`src/rtl/muldiv_unit.sv`:
```
// Iterative 32-bit unsigned MUL/MULHU/DIVU/REMU, one bit per cycle: done 32 edges after start
// (1 edge for divide by zero); no backpressure, start is sampled only while idle.
module muldiv_unit (
  input  logic        clk,
  input  logic        rst_n,
  input  logic        start,
  input  logic [1:0]  op,
  input  logic [31:0] rs1_val,
  input  logic [31:0] rs2_val,
  input  logic [4:0]  rd_in,
  output logic        busy,
  output logic        done,
  output logic [31:0] result,
  output logic [4:0]  rd_out,
  output logic        wr_en
);

  typedef enum logic [1:0] {
    ST_IDLE = 2'b00,
    ST_MUL  = 2'b01,
    ST_DIV  = 2'b10,
    ST_DONE = 2'b11
  } state_t;

  state_t      r_state;
  state_t      w_state_nxt;

  logic [1:0]  r_op;
  logic [31:0] r_opb;
  logic [63:0] r_acc;
  logic [5:0]  r_cnt;
  logic [4:0]  r_rd;
  logic [31:0] r_result;
  logic [4:0]  r_rd_out;

  logic        w_last;
  logic        w_div_zero;
  logic [32:0] w_mul_sum;
  logic [63:0] w_mul_nxt;
  logic [32:0] w_div_shift;
  logic [32:0] w_div_diff;
  logic        w_div_ge;
  logic [63:0] w_div_nxt;
  logic [31:0] w_final;

  // r_acc holds {product_hi, multiplier} for MUL and {remainder, dividend/quotient} for DIV.
  assign w_last      = (r_cnt == 6'd31);
  assign w_div_zero  = (r_opb == 32'd0);
  assign w_mul_sum   = {1'b0, r_acc[63:32]} + (r_acc[0] ? {1'b0, r_opb} : 33'd0);
  assign w_mul_nxt   = {w_mul_sum, r_acc[31:1]};
  assign w_div_shift = {r_acc[63:32], r_acc[31]};
  assign w_div_diff  = w_div_shift - {1'b0, r_opb};
  assign w_div_ge    = (w_div_shift >= {1'b0, r_opb});
  assign w_div_nxt   = {(w_div_ge ? w_div_diff[31:0] : w_div_shift[31:0]), r_acc[30:0], w_div_ge};

  // Final value as seen through the completing iteration, captured on entry to DONE.
  always_comb begin
    w_final = 32'd0;
    case (r_op)
      2'b00:   w_final = w_mul_nxt[31:0];
      2'b01:   w_final = w_mul_nxt[63:32];
      2'b10:   w_final = w_div_zero ? 32'hFFFF_FFFF : w_div_nxt[31:0];
      default: w_final = w_div_zero ? r_acc[31:0] : w_div_nxt[63:32];
    endcase
  end

  always_ff @(posedge clk or negedge rst_n) begin
    if (!rst_n) begin
      r_state <= ST_IDLE;
    end else begin
      r_state <= w_state_nxt;
    end
  end

  always_comb begin
    w_state_nxt = r_state;
    busy        = 1'b0;
    done        = 1'b0;
    wr_en       = 1'b0;
    case (r_state)
      ST_IDLE: begin
        if (start) begin
          w_state_nxt = op[1] ? ST_DIV : ST_MUL;
        end
      end
      ST_MUL: begin
        busy = 1'b1;
        if (w_last) begin
          w_state_nxt = ST_DONE;
        end
      end
      ST_DIV: begin
        busy = 1'b1;
        if (w_div_zero || w_last) begin
          w_state_nxt = ST_DONE;
        end
      end
      default: begin
        busy        = 1'b1;
        done        = 1'b1;
        wr_en       = (r_rd_out != 5'd0);
        w_state_nxt = ST_IDLE;
      end
    endcase
  end

  always_ff @(posedge clk or negedge rst_n) begin
    if (!rst_n) begin
      r_op     <= 2'd0;
      r_opb    <= 32'd0;
      r_acc    <= 64'd0;
      r_cnt    <= 6'd0;
      r_rd     <= 5'd0;
      r_result <= 32'd0;
      r_rd_out <= 5'd0;
    end else begin
      case (r_state)
        ST_IDLE: begin
          if (start) begin
            r_op  <= op;
            r_opb <= rs2_val;
            r_acc <= {32'd0, rs1_val};
            r_cnt <= 6'd0;
            r_rd  <= rd_in;
          end
        end
        ST_MUL: begin
          r_acc <= w_mul_nxt;
          r_cnt <= r_cnt + 6'd1;
        end
        ST_DIV: begin
          if (!w_div_zero) begin
            r_acc <= w_div_nxt;
            r_cnt <= r_cnt + 6'd1;
          end
        end
        default: begin
        end
      endcase
      if (r_state != ST_DONE && w_state_nxt == ST_DONE) begin
        r_result <= w_final;
        r_rd_out <= r_rd;
      end
    end
  end

  assign result = r_result;
  assign rd_out = r_rd_out;

endmodule

```
`config.mk`:
```
export PLATFORM = sky130hd
export DESIGN_NAME = muldiv_unit
export DESIGN_NICKNAME = d
export VERILOG_FILES = /design/src/rtl/muldiv_unit.sv
export SDC_FILE = /design/constraint.sdc
export NUM_CORES = 1
export LEC_CHECK = 0
export ABC_AREA = 1
export CORE_ASPECT_RATIO = 1.25
export CORE_MARGIN = 2
export CORE_UTILIZATION = 35
export CTS_CLUSTER_SIZE = 30
export DETAILED_ROUTE_END_ITERATION = 6
export GPL_ROUTABILITY_DRIVEN = 0
export SETUP_SLACK_MARGIN = 0.3
export SLEW_MARGIN = 20
export SYNTH_ARGS = -nofsm -noshare
export SYNTH_HDL_FRONTEND = slang
export SYNTH_SLANG_ARGS = --single-unit
```
`constraint.sdc`:
```
create_clock -name clk -period 8.5 [get_ports clk]
set_input_delay 2.55 -clock clk [delete_from_list [all_inputs] [get_ports clk]]
set_output_delay 2.55 -clock clk [all_outputs]
set_load 0.02 [all_outputs]
```
# Word-level counts from Yosys, hierarchy flattened
# Index checks and enable logic that the tools add are counted.
# W data, S select, Z words.
# totals
in_bits,74
output_inout_bits,40
wordCells,50
regBits,148
# op_classes
magnitude_cmp,1
n_reduce_logical,10
n_addsub,3
muxes,19
eq_ne,9
# op_table
op,count
$pmux W64 S3,1
$mux W32,4
$mux W64,2
$pmux W32 S3,1
$add A32 B32 Y33,1
$ge A33 B32 Y1,1
$logic_not A32 Y1,1
$sub A32 B32 Y32,1
$pmux W6 S3,1
$mux W6,2
$mux W2,4
$add A6 B1 Y6 const B,1
$eq A2 B2 Y1 const B,3
$eq A6 B5 Y1 const B,1
$ne A2 B2 Y1 const B,3
$pmux W2 S3,1
$reduce_bool A5 Y1,1
$eq A2 B1 Y1 const B,2
$logic_not A2 Y1,2
$mux W1,3
$reduce_and A3 Y1,1
$reduce_bool A3 Y1,1
$reduce_or A3 Y1,1
$reduce_and A2 Y1,1
2 further kinds,2

# Depth between registers and ports, before layout
# depth
depth_word,6
mapped_depth,23
mapped_depth_nobuf,21

# Worst setup path before layout
# OpenSTA, ideal clock, no wires.
# synth_timing
kind,register to output
start,register r_rd_out[1] (netlist: rd_out[1])
end,output port wr_en
setup_slack_ns,4.733
arrival_ns,1.217
path_buffers,0
required_ns,5.950
path_stages_with_launch,4
path_cell_list,dfrtp_1 -> or4_1 -> o21ai_0 -> inv_1
# synth_via
elab_chain_cells,2
# synth_rtl
item,line,text
start: declaration,34,logic [4:0] r_rd_out;
start signal: assignment,142,r_rd_out <= r_rd;
$reduce_bool A5 Y1,101,wr_en = (r_rd_out != 5'd0);
$mux W1,80,case (r_state)
end: declaration,15,output logic wr_en
# No other way between the ends.

# Worst setup path in the final report
# layout_timing
start,input port start
end,register r_acc[53]
# layout_via
elab_chain_cells,2
# layout_rtl
item,line,text
start: declaration,6,"input logic start,"
$ne A2 B2 Y1 (no source line),n/a,
$reduce_and A3 Y1 (no source line),n/a,
end signal: assignment,122,"r_acc <= {32'd0, rs1_val};"
end signal: assignment,128,r_acc <= w_mul_nxt;
end signal: assignment,133,r_acc <= w_div_nxt;
end: declaration,30,logic [63:0] r_acc;
# No other way between the ends.
# A chain may end at the register's enable or synchronous reset.

==> flow_metrics.env <==
export IMPL_status="finished clean"
export IMPL_required_ns=8.89
export IMPL_cts_buffer_depth=2
export IMPL_cts_reportedPaths_clkPinSlew_ns=0.07
export IMPL_worst_pin_slew_ns=0.977
export IMPL_diodes=0
export IMPL_h_tree_depth=4
export IMPL_leakagePower_nw=8.30
export IMPL_power_density_nw_per_um2=387
export IMPL_die_h_um=223
export IMPL_hold_viol=0
export IMPL_port_buffers=113
export IMPL_yosysTopAreaCellShare=0.276
export IMPL_cp_end_kind="flop"
export IMPL_drc=0
export IMPL_finalMaxSlewViolations=0
export IMPL_initial_core_util=0.353
export IMPL_via_per_inst=5.22
export IMPL_drt_wl_total_um=49100
export IMPL_reg2reg_depth=12
export IMPL_maxCapViolations=0
export IMPL_nets=2455
export IMPL_synth_warnings=0
export IMPL_start_kind="primary input"
export IMPL_drive_above_1_share=0.0392
export IMPL_antenna_found_initial=0
export IMPL_cts_sinks=148
export IMPL_ys_seq_elements=148
export IMPL_cts_root_buf="clkbuf_16"
export IMPL_netlist_top_cells_count="nand2_1 (857), inv_1 (318), dfrtp_1 (148), nor2_1 (148), a21oi_1 (137)"
export IMPL_antenna_violating_nets_post_route=0
export IMPL_cts_repair_resized=0
export IMPL_grt_overflow=0
export IMPL_fmax_ghz=0.196
export IMPL_num_vias=14700
export IMPL_clk_insertion_delay_late_ns=0.46
export IMPL_die_area_um2=39900
export IMPL_die_w_um=179
export IMPL_total_power_w=0.00600
export IMPL_skew_ns=0.0166
export IMPL_cp_data_arrival_time_ns=5.49
export IMPL_fp_row_count=80
export IMPL_ios=114
export IMPL_grt_start_max_net_pins=78
export IMPL_final_setup_tns_ns=0
export IMPL_rrSetupSlack_ns=4.54
export IMPL_period_share=0.600
export IMPL_synth_main_ff_cell="dfrtp_1"
export IMPL_post_cts_buffers=0
export IMPL_grt_pass1_wl_um=77300
export IMPL_placed_cells=2781
export IMPL_coreArea_um2=38000
export IMPL_yosys_area_top_type="dfrtp_1"
export IMPL_yosys_top_cells_area="dfrtp_1 (28%), nand2_1 (24%), inv_1 (8.9%)"
export IMPL_detail_route_wl_per_cell_um=17.5
export IMPL_postCtsHoldBufs=0
export IMPL_crit_fanout=37
export IMPL_grt_setup_unrepaired="no"
export IMPL_final_cells=2813
export IMPL_setup_viol=0
export IMPL_yosysMostFrequentCell="nand2_1"
export IMPL_first_global_vias=14400
export IMPL_worstSetupPathType="primary input to flop"
export IMPL_hold_class="flop to flop"
export IMPL_ys_types=43
export IMPL_async_reset_ff_frac=1.00
export IMPL_cts_made_buffers=17
export IMPL_syn_nets=2389
export IMPL_hold_path_depth=2
export IMPL_synth_cell_area_um2=13400
export IMPL_ir_drop_mv=0.176
export IMPL_synth_edf_count=0
export IMPL_syn_to_final_growth_pct=15.4
export IMPL_dr_pass1_iters=6
export IMPL_postSynthAreaPerCell_um2=5.99
export IMPL_cts_tree="done"
export IMPL_synthCells=2242
export IMPL_period_needed_ns=5.10
export IMPL_ys_seq_area_frac=0.276
export IMPL_holdWs_ns=0.480
export IMPL_hpwl_um=38000
export IMPL_grtUsageTotal=0.251
export IMPL_detail_route_iter0_violations=1353
export IMPL_relSlewSlack=0.346
## cell type report
class	count	area (µm²)
fillers	4138	22500
well taps	492	616
repair buffers	123	1210
clock buffers	18	429
multi-input cells	1676	8110
flip-flops and latches	148	3700
inverters	342	1280
clock inverters	14	143
## flip-flops by register name (all words and copies together), names as in the netlist
register	count
r_acc	64
r_cnt	6
r_op	2
r_opb	32
r_rd	5
r_state	2
rd_out	5
result	32
## critical path, stage by stage
cell and delay (ns):
clkdlybuf4s50_1 0.51, inv_1 0.07, a21oi_1 0.16, nand2_2 0.59, nor2_4 0.83, buf_4 0.49
o21ai_0 0.16, nand2_1 0.09
## worst paths after layout
path / startpoint / end
worst max-delay path: start / r_acc[53]
worst min-delay path: result[8] / result[8]
worst max register to register: r_opb[15] / result[10]
worst min register to register: result[8] / result[8]
max in group asynchronous: rst_n / r_opb[26]
min in group asynchronous: rst_n / r_acc[6]
## metal layers
metal / vias to the layer above / global-route usage / share of wire
met3: 170 / 0.0354 / 0.056
met2: 575 / 0.410 / 0.47
met5: - / 0 / 0
met4: 0 / 0.166 / 0.071
li1: 7218 / - / -
met1: 6734 / 0.305 / 0.41
## logic make-up after synthesis
kind of cell	count (synthesis)	share of synthesized area
DFF	148	0.276
and+or+nand+nor	1219	0.370
AOI/OAI and AO/OA	356	0.145
buffers and inverters	418	0.121
adders and majority gates	73	0.0692
xor gates and xnor gates	28	0.0183
## layout by cell type (no fill, tap or decap), drive strengths merged, types with 15 or more instances in the layout
cell | synthesis | routed
clkbuf | 49 | 18
nor2 | 157 | 157
nand4 | 19 | 19
nand3 | 130 | 130
clkdlybuf4s50 | 0 | 112
o21ai | 136 | 136
nand2 | 866 | 866
ha | 71 | 71
dfrtp | 148 | 148
nor3 | 22 | 22
o211ai | 32 | 32
a21oi | 137 | 137
inv | 338 | 346
o22ai | 37 | 37
xnor2 | 15 | 15
## per-stage QoR
step,utilization,instance area [µm²],worst slack (ns)
floorplan,-,13400,4.73
global placement,0.392,14900,2.74
detailed placement,0.392,14900,2.62
CTS,0.407,15500,3.08
global route,0.407,15500,3.13
finish,0.407,15500,3.40
## report_power, final
part           total, W  switching, W  internal, W
clock          0.000782      0.000369     0.000413
combinational   0.00393       0.00271      0.00122
sequential      0.00128      0.000299     0.000984
total           0.00600       0.00338      0.00262
No activity file was read; power rests on OpenSTA's default activity.
